==> src/rtl/fixed_point_pkg.sv <==
// Shared definitions for the scaled 16-bit fixed-point format (scale S in the top bits, two's-complement N below).
package fixed_point_pkg;

   localparam int unsigned WORD_W  = 16;
   localparam int unsigned SCALE_W = 3;
   localparam int unsigned NUM_W   = WORD_W - SCALE_W;
   // One extra bit so that the magnitude of the most negative number is representable.
   localparam int unsigned SNUM_W  = NUM_W + 1;

   localparam logic [NUM_W-1:0] FIX_MAX = 13'h0FFF;
   localparam logic [NUM_W-1:0] FIX_MIN = 13'h1000;

   typedef enum logic [1:0] {
      IDLE   = 2'd0,
      SETUP  = 2'd1,
      DIVIDE = 2'd2,
      FINISH = 2'd3
   } div_state_e;

   typedef struct packed {
      logic [SCALE_W-1:0]       scale;
      logic signed [SNUM_W-1:0] num;
   } fix_unpacked_t;

   // Split a scaled word into its scale field and its sign-extended number field.
   function automatic fix_unpacked_t fix_unpack(input logic [WORD_W-1:0] word);
      fix_unpacked_t r;
      r.scale = word[WORD_W-1:NUM_W];
      r.num   = {{(SNUM_W-NUM_W){word[NUM_W-1]}}, word[NUM_W-1:0]};
      return r;
   endfunction

endpackage

==> src/rtl/fixed_point_unpack.sv <==
// Combinational operand decode: scale field, sign, and unsigned magnitude of the number field.
module fixed_point_unpack
   import fixed_point_pkg::*;
(
   input  logic [WORD_W-1:0]  word,
   output logic [SCALE_W-1:0] scale_c,
   output logic               neg_c,
   output logic [NUM_W-1:0]   mag_c
);

   fix_unpacked_t fields;

   // Field split and absolute value; |-4096| = 4096 still fits the 13-bit unsigned magnitude.
   always_comb begin
      fields  = fix_unpack(word);
      scale_c = fields.scale;
      neg_c   = fields.num[SNUM_W-1];
      mag_c   = NUM_W'(neg_c ? -fields.num : fields.num);
   end

endmodule

==> src/rtl/divider_16bit_seq.sv <==
// Sequential restoring divider for the scaled fixed-point format: one quotient bit per clock.
module divider_16bit_seq #(
   parameter int unsigned WORD_W  = 16,
   parameter int unsigned SCALE_W = 3,
   parameter int unsigned DIV_W   = 32
) (
   input  logic              clk,
   input  logic              rst_n,
   input  logic              start,
   input  logic [WORD_W-1:0] first_operand,
   input  logic [WORD_W-1:0] second_operand,
   output logic              busy,
   output logic              done,
   output logic [WORD_W-1:0] out,
   output logic              overflow
);

   import fixed_point_pkg::*;

   localparam int unsigned N_W   = WORD_W - SCALE_W;
   localparam int unsigned REM_W = N_W + 1;
   localparam int unsigned SH_W  = SCALE_W + 1;
   localparam int unsigned CNT_W = $clog2(DIV_W);

   // Operand decode
   logic [SCALE_W-1:0] scale_a_c, scale_b_c;
   logic               neg_a_c, neg_b_c;
   logic [N_W-1:0]     mag_a_c, mag_b_c;

   fixed_point_unpack u_unpack_a (
      .word    (first_operand),
      .scale_c (scale_a_c),
      .neg_c   (neg_a_c),
      .mag_c   (mag_a_c)
   );

   fixed_point_unpack u_unpack_b (
      .word    (second_operand),
      .scale_c (scale_b_c),
      .neg_c   (neg_b_c),
      .mag_c   (mag_b_c)
   );

   // FSM and registered outputs
   div_state_e state, state_nx;
   logic       busy_nx, done_nx, overflow_nx;
   logic [WORD_W-1:0] out_nx;
   logic       capture_c, load_c, step_c;

   // Captured operand information
   logic [SCALE_W-1:0] so_q;
   logic [SH_W-1:0]    k_q;
   logic [N_W-1:0]     mag_a_q, mag_b_q;
   logic               sign_a_q, neg_q;

   // Division datapath
   logic [DIV_W-1:0]   dividend_q;
   logic [N_W-1:0]     divisor_q;
   logic [N_W-1:0]     rem_q;
   logic               div0_q;
   logic [CNT_W-1:0]   cnt_q;

   logic [SCALE_W-1:0] so_c;
   logic [SH_W-1:0]    k_c;
   logic [REM_W-1:0]   rem_sh_c;
   logic               ge_c;
   logic [N_W-1:0]     rem_nx_c;
   logic [N_W-1:0]     q_lo_c;
   logic [N_W-1:0]     res_num_c;
   logic               res_ovf_c;

   // Output scale is the larger input scale; the numerator pre-shift aligns the quotient to it.
   always_comb begin
      so_c = (scale_a_c > scale_b_c) ? scale_a_c : scale_b_c;
      k_c  = SH_W'(so_c) - SH_W'(scale_a_c) + SH_W'(scale_b_c);
   end

   // One restoring step: shift {rem, dividend} left, trial-subtract, keep or restore.
   always_comb begin
      rem_sh_c = {rem_q, dividend_q[DIV_W-1]};
      ge_c     = (rem_sh_c >= {1'b0, divisor_q});
      rem_nx_c = ge_c ? N_W'(rem_sh_c - {1'b0, divisor_q}) : N_W'(rem_sh_c);
   end

   // Sign application and saturation of the final quotient.
   always_comb begin
      res_num_c = '0;
      res_ovf_c = 1'b0;
      q_lo_c    = dividend_q[N_W-1:0];
      if (div0_q) begin
         res_ovf_c = 1'b1;
         res_num_c = sign_a_q ? N_W'(FIX_MIN) : N_W'(FIX_MAX);
      end else if (dividend_q == '0) begin
         res_num_c = '0;
      end else if (!neg_q) begin
         if (dividend_q <= DIV_W'(FIX_MAX)) begin
            res_num_c = q_lo_c;
         end else begin
            res_ovf_c = 1'b1;
            res_num_c = N_W'(FIX_MAX);
         end
      end else begin
         if (dividend_q <= DIV_W'(FIX_MIN)) begin
            res_num_c = (~q_lo_c) + N_W'(1);
         end else begin
            res_ovf_c = 1'b1;
            res_num_c = N_W'(FIX_MIN);
         end
      end
   end

   // Next-state and output decode.
   always_comb begin
      state_nx    = state;
      busy_nx     = busy;
      done_nx     = 1'b0;
      out_nx      = out;
      overflow_nx = overflow;
      capture_c   = 1'b0;
      load_c      = 1'b0;
      step_c      = 1'b0;
      case (state)
         IDLE: begin
            if (start) begin
               state_nx  = SETUP;
               busy_nx   = 1'b1;
               capture_c = 1'b1;
            end
         end
         SETUP: begin
            state_nx = DIVIDE;
            load_c   = 1'b1;
         end
         DIVIDE: begin
            step_c = 1'b1;
            if (cnt_q == '0) begin
               state_nx = FINISH;
            end
         end
         FINISH: begin
            state_nx    = IDLE;
            busy_nx     = 1'b0;
            done_nx     = 1'b1;
            out_nx      = {so_q, res_num_c};
            overflow_nx = res_ovf_c;
         end
         default: begin
            state_nx = IDLE;
            busy_nx  = 1'b0;
         end
      endcase
   end

   // State and output registers.
   always_ff @(posedge clk or negedge rst_n) begin
      if (!rst_n) begin
         state    <= IDLE;
         busy     <= 1'b0;
         done     <= 1'b0;
         out      <= '0;
         overflow <= 1'b0;
      end else begin
         state    <= state_nx;
         busy     <= busy_nx;
         done     <= done_nx;
         out      <= out_nx;
         overflow <= overflow_nx;
      end
   end

   // Operand capture, setup load and per-cycle division step.
   always_ff @(posedge clk or negedge rst_n) begin
      if (!rst_n) begin
         so_q       <= '0;
         k_q        <= '0;
         mag_a_q    <= '0;
         mag_b_q    <= '0;
         sign_a_q   <= 1'b0;
         neg_q      <= 1'b0;
         dividend_q <= '0;
         divisor_q  <= '0;
         rem_q      <= '0;
         div0_q     <= 1'b0;
         cnt_q      <= '0;
      end else begin
         if (capture_c) begin
            so_q     <= so_c;
            k_q      <= k_c;
            mag_a_q  <= mag_a_c;
            mag_b_q  <= mag_b_c;
            sign_a_q <= neg_a_c;
            neg_q    <= neg_a_c ^ neg_b_c;
         end
         if (load_c) begin
            dividend_q <= DIV_W'(mag_a_q) << k_q;
            divisor_q  <= mag_b_q;
            rem_q      <= '0;
            div0_q     <= (mag_b_q == '0);
            cnt_q      <= CNT_W'(DIV_W - 1);
         end
         if (step_c) begin
            dividend_q <= {dividend_q[DIV_W-2:0], ge_c};
            rem_q      <= rem_nx_c;
            cnt_q      <= cnt_q - CNT_W'(1);
         end
      end
   end

endmodule

==> config.mk <==
export PLATFORM = sky130hd
export DESIGN_NAME = divider_16bit_seq
export DESIGN_NICKNAME = d
export VERILOG_FILES = /design/src/rtl/fixed_point_pkg.sv /design/src/rtl/fixed_point_unpack.sv /design/src/rtl/divider_16bit_seq.sv
export SDC_FILE = /design/constraint.sdc
export NUM_CORES = 1
export LEC_CHECK = 0
export CORE_MARGIN = 2
export CORE_UTILIZATION = 61
export CTS_BUF_LIST = sky130_fd_sc_hd__clkbuf_8
export CTS_CLUSTER_DIAMETER = 40
export CTS_CLUSTER_SIZE = 20
export DETAILED_ROUTE_END_ITERATION = 7
export GPL_TIMING_DRIVEN = 0
export PLACE_DENSITY = 0.83
export SYNTH_ARGS = -nofsm -noshare
export SYNTH_HDL_FRONTEND = slang
export SYNTH_SLANG_ARGS = --single-unit
==> constraint.sdc <==
create_clock -name clk -period 2.8 [get_ports clk]
set_input_delay 0.28 -clock clk [delete_from_list [all_inputs] [get_ports clk]]
set_output_delay 0.28 -clock clk [all_outputs]
set_load 0.03 [all_outputs]
Yosys cells after proc, flatten, opt, wreduce, memory -nomap -nowiden
Index checks and enable logic that the tools add are counted.

cells by class
  bitwise gates (word level) = 2
  reductions and logical operators = 8
  multiplexer cells = 31
  shift-type cells = 1
  add/sub/neg operators = 7
  equal/unequal tests = 5
  order comparisons = 4

operators by type and width
  operator               count
  $mux 13                11
  $mux 32                2
  $le 32x12->1 const B   1
  $le 32x13->1 const B   1
  $logic_not 32->1       1
  $shl 13x4->32          1
  $neg 13->13            2
  $ge 14x13->1           1
  $add 13x1->13 const B  1
  $logic_not 13->1       1
  $not 13->13            1
  $sub 13x13->13         1
  $mux 1                 11
  $mux 5                 2
  $pmux 2 s4             1
  $logic_not 5->1        1
  $sub 5x1->5 const B    1
  $add 4x3->4            1
  $eq 2x2->1 const B     2
  $mux 2                 2
  $ne 2x2->1 const B     2
  $reduce_and 2->1       2
  $reduce_bool 2->1      2
  $sub 3x3->4            1
  other kinds (6)        6

word-level totals
  input port bits = 35
  word-level logic and storage cells = 74
  flip-flop bits (word level) = 120
  output and inout port bits = 19

Depth between registers and ports, before layout
Gate-level depths: netlist (run 1).

  depth in word-level cells = 6
  depth in mapped cells = 16
  depth with buffers taken out = 15

Cells and area by module
A second synthesis (run 1) with hierarchy kept.

second synthesis, totals
  cells, all modules = 792
  area total of the unflattened synthesis = 7,468.4 um2

modules (own cells, without submodules)
  module              area an instance (um2)  seq. area each (um2)  cells each  instances
  divider_16bit_seq   6,857.8                 3,002.9               714         1
  fixed_point_unpack  305.3                   0.0                   39          2

Worst setup path before layout (run 1)
Ideal clock, no wire load.

  path kind = in2reg
  from = in first_operand[14]
  to = reg k_q[3]
  cell stages on the path = 16
  setup time = 0.135 ns
  path slack = 0.196 ns
  data required time = 2.665 ns
  path buffers = 1
  arrival time = 2.470 ns
  cells stage by stage = inv_1 ha_1 nor2b_1 o21ai_0 nand2b_1 and2_1 clkbuf_1 mux2i_1 ha_1 inv_1 ha_1 inv_1 o21bai_1 a21oi_1 xor2_1 o21ai_0

between the ends
  longest elaborated chain between the ends = 4

RTL lines
  element               RTL line                  text
  from (decl)           divider_16bit_seq.sv:10   input logic [WORD_W-1:0] first_operand,
  $gt 3x3->1            divider_16bit_seq.sv:74   so_c = (scale_a_c > scale_b_c) ? scale_a_c : scale_b_c;
  $mux 3                divider_16bit_seq.sv:74
  $sub 3x3->4 *         divider_16bit_seq.sv:75   k_c = SH_W'(so_c) - SH_W'(scale_a_c) + SH_W'(scale_b_c);
  $add 4x3->4 *         divider_16bit_seq.sv:75
  to (signal assigned)  divider_16bit_seq.sv:188  k_q <= k_c;
  to (decl)             divider_16bit_seq.sv:52   logic [SH_W-1:0] k_q;

Every way passes the cells marked *; elsewhere a longest branch is shown, timed or not.
A chain may end at the register's enable or synchronous reset.

Final worst setup path (run 1)
  from = reg dividend_q[31]
  to = reg rem_q[4]

between the ends
  longest elaborated chain between the ends = 3
  elaborated cells on any way between the ends = 4
  those cells by class = add/sub (1); order compare (1); mux (2)

RTL lines
  element                                                RTL line                                          text
  from (decl)                                            divider_16bit_seq.sv:57                           logic [DIV_W-1:0] dividend_q;
  from (signal assigned)                                 divider_16bit_seq.sv:195                          dividend_q <= DIV_W'(mag_a_q) << k_q;
  from (signal assigned)                                 divider_16bit_seq.sv:202                          dividend_q <= {dividend_q[DIV_W-2:0], ge_c};
  $sub 13x13->13 / $ge 14x13->1 (equally long branches)  divider_16bit_seq.sv:82, divider_16bit_seq.sv:81
  $mux 13 *                                              divider_16bit_seq.sv:82                           rem_nx_c = ge_c ? N_W'(rem_sh_c - {1'b0, divisor_q}) : N_W'(rem_sh_c);
  $mux 13 *                                              divider_16bit_seq.sv:201                          if (step_c) begin
  to (signal assigned)                                   divider_16bit_seq.sv:203                          rem_q <= rem_nx_c;
  to (decl)                                              divider_16bit_seq.sv:59                           logic [N_W-1:0] rem_q;

Marked as above.

==> run_results.csv, run 1 <==
group,metric,value,unit
worst_setup_path,crit_path_end_kind,"flop",
sta,slew_headroom,11.98,%
cts,cts_buffer_depth,2,
yosys,syn_inst,812,
worst_setup_path,critical_path_required,3120,ps
grt,grt_pass1_wl,31150,µm
worst_setup_path,slowest_stage,"fa_1",
floorplanning,io_pins,54,
worst_setup_path,critPathMaxStageDelay,420,ps
layout,fill_cells,911,
power_and_ir_drop,power,0.01076,W
yosys,syn-num-nets,881,
sta,fin_skew,11.05,ps
grt,grt_usage,30.44,%
worst_setup_path,crit_path_frequent_cell,"o31ai_4",
yosys,yosys_warnings,0,
power_and_ir_drop,total_leakage_power,3.727,nW
worst_setup_path,crit_arrival,2970,ps
sta,fin_crit,2643,ps
floorplanning,coreArea,0.01191,mm²
floorplanning,die_h,113.9,µm
place,io_buffer_count,53,
floorplanning,die-area,0.01297,mm²
worst_setup_path,crit_type,"flop to flop",
power_and_ir_drop,p_per_area,1263,mW/mm²
yosys,synth_most_common_cell,"dfrtp_1",
floorplanning,start_util,61.84,%
routing,drc,0,
grt,antenna_found_initial,0,
cts,root_buffer,"clkbuf_8",
routing,avgRoutedWirePerCell,17.82,µm
yosys,seq_area_frac_synth,40.77,%
sta,timing.final.crit_share,94.40,%
status,status,"finished clean",
job,maxCapViolations,0,
worst_setup_path,critPathMaxFanout,10,
routing,finalWirelength,18600,µm
sta,rsz0062_at_grt,"no",
cts,cts.htree.levels,4,
yosys,syn-cell-area,0.007366,mm²
yosys,synthArstFlopShare,100.0,%
grt,grt_pass1_vias,6452,
power_and_ir_drop,ir_worst_vdd,0.6433,mV
layout,fin_nets,956,
routing,drt_pass1_iterations,5,
layout,multiInputGateArea,0.004019,mm²
cts,cts.reportedPaths.clkPinSlew,70,ps
grt,grt_start_max_net_pins,79,
sta,finalSetupViolations,0,
layout,finalCoreUtilization,71.50,%
yosys,ys.flop_type,"dfrtp_1",
layout,layout-drive-gt1-share,8.138,%
layout,antennaDiodeCount,0,
grt,grt-ovfl-total,0,
routing,drtIter0Drc,525,
yosys,synth_top_area_share,40.77,%
yosys,ys_seq_elements,120,
yosys,synth_common_cells,"dfrtp_1, o21ai_0, nand2_1, nor2_1, inv_1",
cts,cts.sinks,120,
worst_setup_path,cp-start-kind,"flop",
worst_setup_path,cp_num_buf_inv,2,
floorplanning,die_w,113.9,µm
sta,max_clock_freq,0.3783,GHz
yosys,ys_types,67,
place,gp_congestion,0.9654,
cts,cts_tree,"yes",
routing,via_count,6604,
sta,worst_pin_slew,1306,ps
worst_setup_path,path_cells,"inv_1 > ha_1 > fa_1 > nor2b_1 > o31ai_4 > a211oi_2 > o31ai_4 > buf_6 > a32oi_1 > o21ai_0",
yosys,synth_area_per_cell,9.071,µm²
layout,syn_to_final_growth,15.63,%
cts,clk_latency,450,ps
cts,numCtsBuffers,17,
yosys,synth_top_cell_by_area,"dfrtp_1",
place,hpwl,13900,µm
sta,drv_slew,0,
min_path,hold_path.class,"input port to async pin",
routing,final_antenna_net_count,0,
floorplanning,rows,40,
worst_setup_path,crit_family,"compound AO/OA/AOI/OAI gates",
yosys,synthTopCellsByArea,"dfrtp_1, o21ai_0, ha_1, nand2_1, nor2_1",
routing,viasPerCell,6.326,
sta,hold_violations,0,
layout,seq_area,0.003003,mm²
yosys,synth_edf_count,0,
[where the power goes]
part / internal (W) / switching [W] / leakage, nW / total, W
registers: 0.00246 / 0.000586 / 1.50 / 0.00304
logic: 0.00243 / 0.00381 / 2.04 / 0.00623
clock network: 0.000810 / 0.000671 / 0.186 / 0.00148
total: 0.00569 / 0.00507 / 3.73 / 0.0108
[per-layer routing]
metal | GRT usage, % | wire, µm
met5 | 0 | 0
met1 | 41.08 | 7913
met4 | 11.87 | 414
met2 | 48.98 | 8840
met3 | 5.951 | 1433
[stage by stage]
stage	hold slack [ps]	cells	instance area, µm²	setup slack [ps]	TNS [ps]
6_report	315.6	1044	8517	156.9	0
5_1_grt	368.5	1044	8517	7.479	0
4_1_cts	317.6	1044	8504	65.29	0
3_5_place_dp	224.5	1013	8109	-831.9	-2260
3_3_place_gp	471.4	1012	8080	-3034	-364600
2_1_floorplan	-15.59	812	7366	195.6	0
[final cells by class]
cell class / count / share of cell area (%)
Buffer: 41 / 1.998
Clock buffer: 19 / 3.070
Clock inverter: 10 / 1.249
Multi-Input combinational cell: 600 / 47.19
Inverter: 50 / 2.204
Tap cell: 147 / 2.160
Timing Repair Buffer: 57 / 6.875
Sequential cell: 120 / 35.26
[what timing repair did]
| item | 4_1_cts | 5_1_grt |
|---|---|---|
| hold buffers | 1 | 0 |
| gates resized for setup | 4 | 3 |
| endpoints found under the setup margin | 3 | 5 |
| endpoints found under the hold margin | 42 | 0 |
| setup buffers | 2 | 0 |
| pin swaps | 2 | 1 |
[placed cells by master, fill, tap and decap left out, types with 8 or more instances in the layout]
cell	instances
mux4_2	9
o2bb2ai_1	12
nor3_1	18
xor2_1	23
and3_1	8
dfrtp_1	120
a21oi_1	40
nor2_1	68
clkdlybuf4s50_1	50
o21ai_0	94
nand2_1	89
clkbuf_1	36
a221oi_1	9
inv_1	50
a31oi_1	12
clkbuf_8	19
mux2_2	11
nand3_1	15
ha_1	31
mux2i_1	20
o22ai_1	10
[registers in the layout, indices dropped and copies added (netlist names)]
signal,count
div0_q,1
rem_q,13
dividend_q,32
cnt_q,5
state,2
mag_a_q,13
done,1
neg_q,1
mag_b_q,13
so_q,3
sign_a_q,1
out,16
overflow,1
k_q,4
busy,1
divisor_q,13
[cells by family (layout without fill, tap and decap cells)]
group           count (synthesis)  in the layout  share of synthesized area [%]
compound gates                239            239                          20.96
xor+xnor                       29             29                          3.448
fa+ha+maj                      34             34                          5.979
buf+inv                        92            177                          4.909
flops                         120            120                          40.77
mux                            41             41                          7.287
simple gates                  257            257                          16.65
[path summary, 6_finish.rpt]
| check | startpoint | endpoint | slack (ps) | cells past startpoint |
|---|---|---|---|---|
| worst max-delay path | dividend_q[31] | rem_q[4] | 160 | 10 |
| worst min-delay path | rst_n | mag_b_q[4] | 320 | 2 |
| worst max register to register | dividend_q[31] | rem_q[4] | 160 | 10 |
| worst min register to register | so_q[1] | so_q[1] | 480 | 2 |
| max in group asynchronous | rst_n | out[1] | 1780 | 3 |
| min in group clk | first_operand[14] | so_q[1] | 380 | 3 |
Power figures use the tool's default switching activity.
==> inputs of run 2 (changes only) <==
- GPL_ROUTABILITY_DRIVEN: not set -> 1
==> results of run 2 <==
No change in the layout: final DEF, timing and power equal those of run 1.
==> inputs of run 3 (changes only) <==
- CELL_PAD_IN_SITES_DETAIL_PLACEMENT: not set -> 0
- CELL_PAD_IN_SITES_GLOBAL_PLACEMENT: not set -> 1
- CORE_UTILIZATION: 61 -> 47
- PLACE_DENSITY: 0.83 -> not set
- PLACE_DENSITY_LB_ADDON: not set -> 0.1
==> run 3 against run 2 <==
Net effect:
- total power is 0.50% higher
- cell count is 6.5% higher
- first-iteration DRC count is 16% lower
- maximum frequency is 1.5% higher
- combinational power hardly changed
- non-clock buffer count is 1 higher
- sequential share of layout area is 0.46 points lower
- critical path depth is 2 higher
- utilization is 15 points lower
- sequential power hardly changed
- critical path type is now input port to flop
- highest routed layer unchanged
==> run_results.csv, run 3 (same netlist as run 1, synthesis figures left out) <==
group,metric,value,unit
worst_setup_path,timing.rr.start,"dividend_q[31]",
layout,layout-drive-gt1-share,8.324,%
grt,grt_pass1_wl,31220,µm
worst_setup_path,crit_arrival,2970,ps
layout,largest_reg_flops,32,
sta,fin_crit,2603,ps
sta,finalWorstSetupSlack,196.7,ps
sta,hold_violations,0,
grt,grt-ovfl-total,0,
grt,grt_usage,23.75,%
routing,viasPerCell,5.715,
floorplanning,die_w,129.2,µm
sta,max_clock_freq,0.3841,GHz
cts,cts_buffer_depth,2,
routing,drc,0,
worst_setup_path,r2r_cells,9,
routing,final_antenna_net_count,0,
sta,fin_hold_ws,263.4,ps
sta,worst_pin_slew,1320,ps
grt,antenna_found_initial,0,
routing,drtIter0Drc,439,
worst_setup_path,r2r-end,"rem_q[3]",
floorplanning,die-area,0.01669,mm²
layout,top_register,"dividend_q",
status,status,"finished clean",
min_path,hold_path.class,"input port to flop",
routing,via_count,6355,
cts,root_buffer,"clkbuf_8",
sta,fin_tns_setup,0,ps
min_path,hold_depth,3,
place,hpwl,14230,µm
cts,cts.reportedPaths.clkPinSlew,70,ps
routing,drt_pass1_iterations,5,
floorplanning,rows,45,
worst_setup_path,cp-start-kind,"input port",
sta,slew_headroom,11.05,%
layout,top_regs,"dividend_q: 32 flops, out: 16 flops",
cts,clk_latency,450,ps
job,maxCapViolations,0,
place,io_buffer_count,53,
worst_setup_path,path_cells,"clkdlybuf4s50_1 > ha_1 > nor2b_1 > o21ai_0 > nand2b_1 > and2_4 > mux2i_4 > ha_2 > nand2b_1 > fa_1 > xor2_1 > o21ai_0",
cts,cts_tree,"yes",
place,gp_congestion,0.8558,
sta,finalSetupViolations,0,
worst_setup_path,crit_type,"input port to flop",
power_and_ir_drop,power,0.01081,W
min_path,hp-start,"first_operand[14]",
layout,final_common_cell,"dfrtp_1",
layout,mostFrequentLayoutCells,"dfrtp_1, o21ai_0, nand2_1, nor2_1, inv_1",
layout,fin_area,0.008630,mm²
power_and_ir_drop,ir_worst_vdd,0.6519,mV
grt,grt_start_max_net_pins,94,
layout,syn_to_final_growth,17.16,%
place,placed_area,0.008189,mm²
floorplanning,start_util,48.27,%
sta,timing.final.crit_share,92.97,%
place,place_ws,-767.8,ps
cts,numCtsBuffers,17,
worst_setup_path,critPathMaxStageDelay,550,ps
layout,antennaDiodeCount,0,
worst_setup_path,crit_path_end_kind,"flop",
floorplanning,die_h,129.2,µm
power_and_ir_drop,total_leakage_power,3.756,nW
grt,grt_pass1_vias,6056,
min_path,worstHoldEndpoint,"so_q[1]",
worst_setup_path,critPathMaxFanout,5,
routing,avgRoutedWirePerCell,17.02,µm
sta,fin_skew,8.607,ps
floorplanning,coreArea,0.01526,mm²
cts,cts.sinks,120,
routing,finalWirelength,18930,µm
power_and_ir_drop,p_per_area,1253,mW/mm²
layout,fin_nets,957,
worst_setup_path,critical_path_required,3170,ps
cts,cts.htree.levels,4,
sta,drv_slew,0,
worst_setup_path,r2r_slack,200,ps
worst_setup_path,slowest_stage,"clkdlybuf4s50_1",
floorplanning,io_pins,54,
## run 3: area by class of cell
class / count / area, µm²
buffer: 41 / 170.2
clock buffer: 20 / 275.3
clock inverter: 12 / 108.9
fill: 1419 / 6629
inverter: 50 / 187.7
multi-input combinational: 600 / 4026
sequential: 120 / 3003
tap: 211 / 264.0
timing repair buffer: 58 / 594.3
## run 3: critical path: cells and delay by family
kind	cells	cell delay [ps]
AND/OR/NAND/NOR	4	570
buffers and inverters	1	550
adder cells (fa/ha/maj)	3	960
AO/OA/AOI/OAI	2	300
XOR/XNOR	1	150
multiplexers	1	170
## run 3: through the flow
stage | utilization [%] | std cells
global placement | 53.48 | 1076
floorplan | - | 812
detailed placement | 53.67 | 1077
finish | 56.56 | 1112
CTS | 56.38 | 1111
global route | 56.56 | 1112
## run 3: worst max path at each step
stage,startpoint,to,slack [ps],cells past startpoint
after floorplan,first_operand[14],k_q[3],200,16
after global placement,rst_n,so_q[1],-3160,1
after detailed placement,first_operand[14],k_q[3],-770,17
after CTS,first_operand[14],k_q[2],6,13
after global routing,second_operand[14],k_q[3],-10,15
final,second_operand[14],k_q[2],200,12
## run 3: repair_timing
| action | CTS | global route |
|---|---|---|
| endpoints found under the hold margin | 27 | 0 |
| setup buffers | 2 | 1 |
| setup endpoints to repair | 3 | 4 |
| pin swaps | 0 | 2 |
| hold buffers | 1 | 0 |
| gates cloned | 0 | 0 |
| resized for setup | 3 | 4 |
## run 3: where the power goes
part	switching, W	total, W	internal (W)
Clock	0.000693	0.00153	0.000841
Combinational	0.00381	0.00624	0.00243
Sequential	0.000587	0.00304	0.00245
Total	0.00509	0.0108	0.00572
## run 3: per-layer routing
layer | vias up | track usage (%) | part of all wire [%]
met1 | 3061 | 34.59 | 48
met3 | 19 | 3.427 | 5.0
met4 | 0 | 7.289 | 1.3
met5 | - | 0 | 0
met2 | 177 | 36.90 | 46
li1 | 3098 | - | -
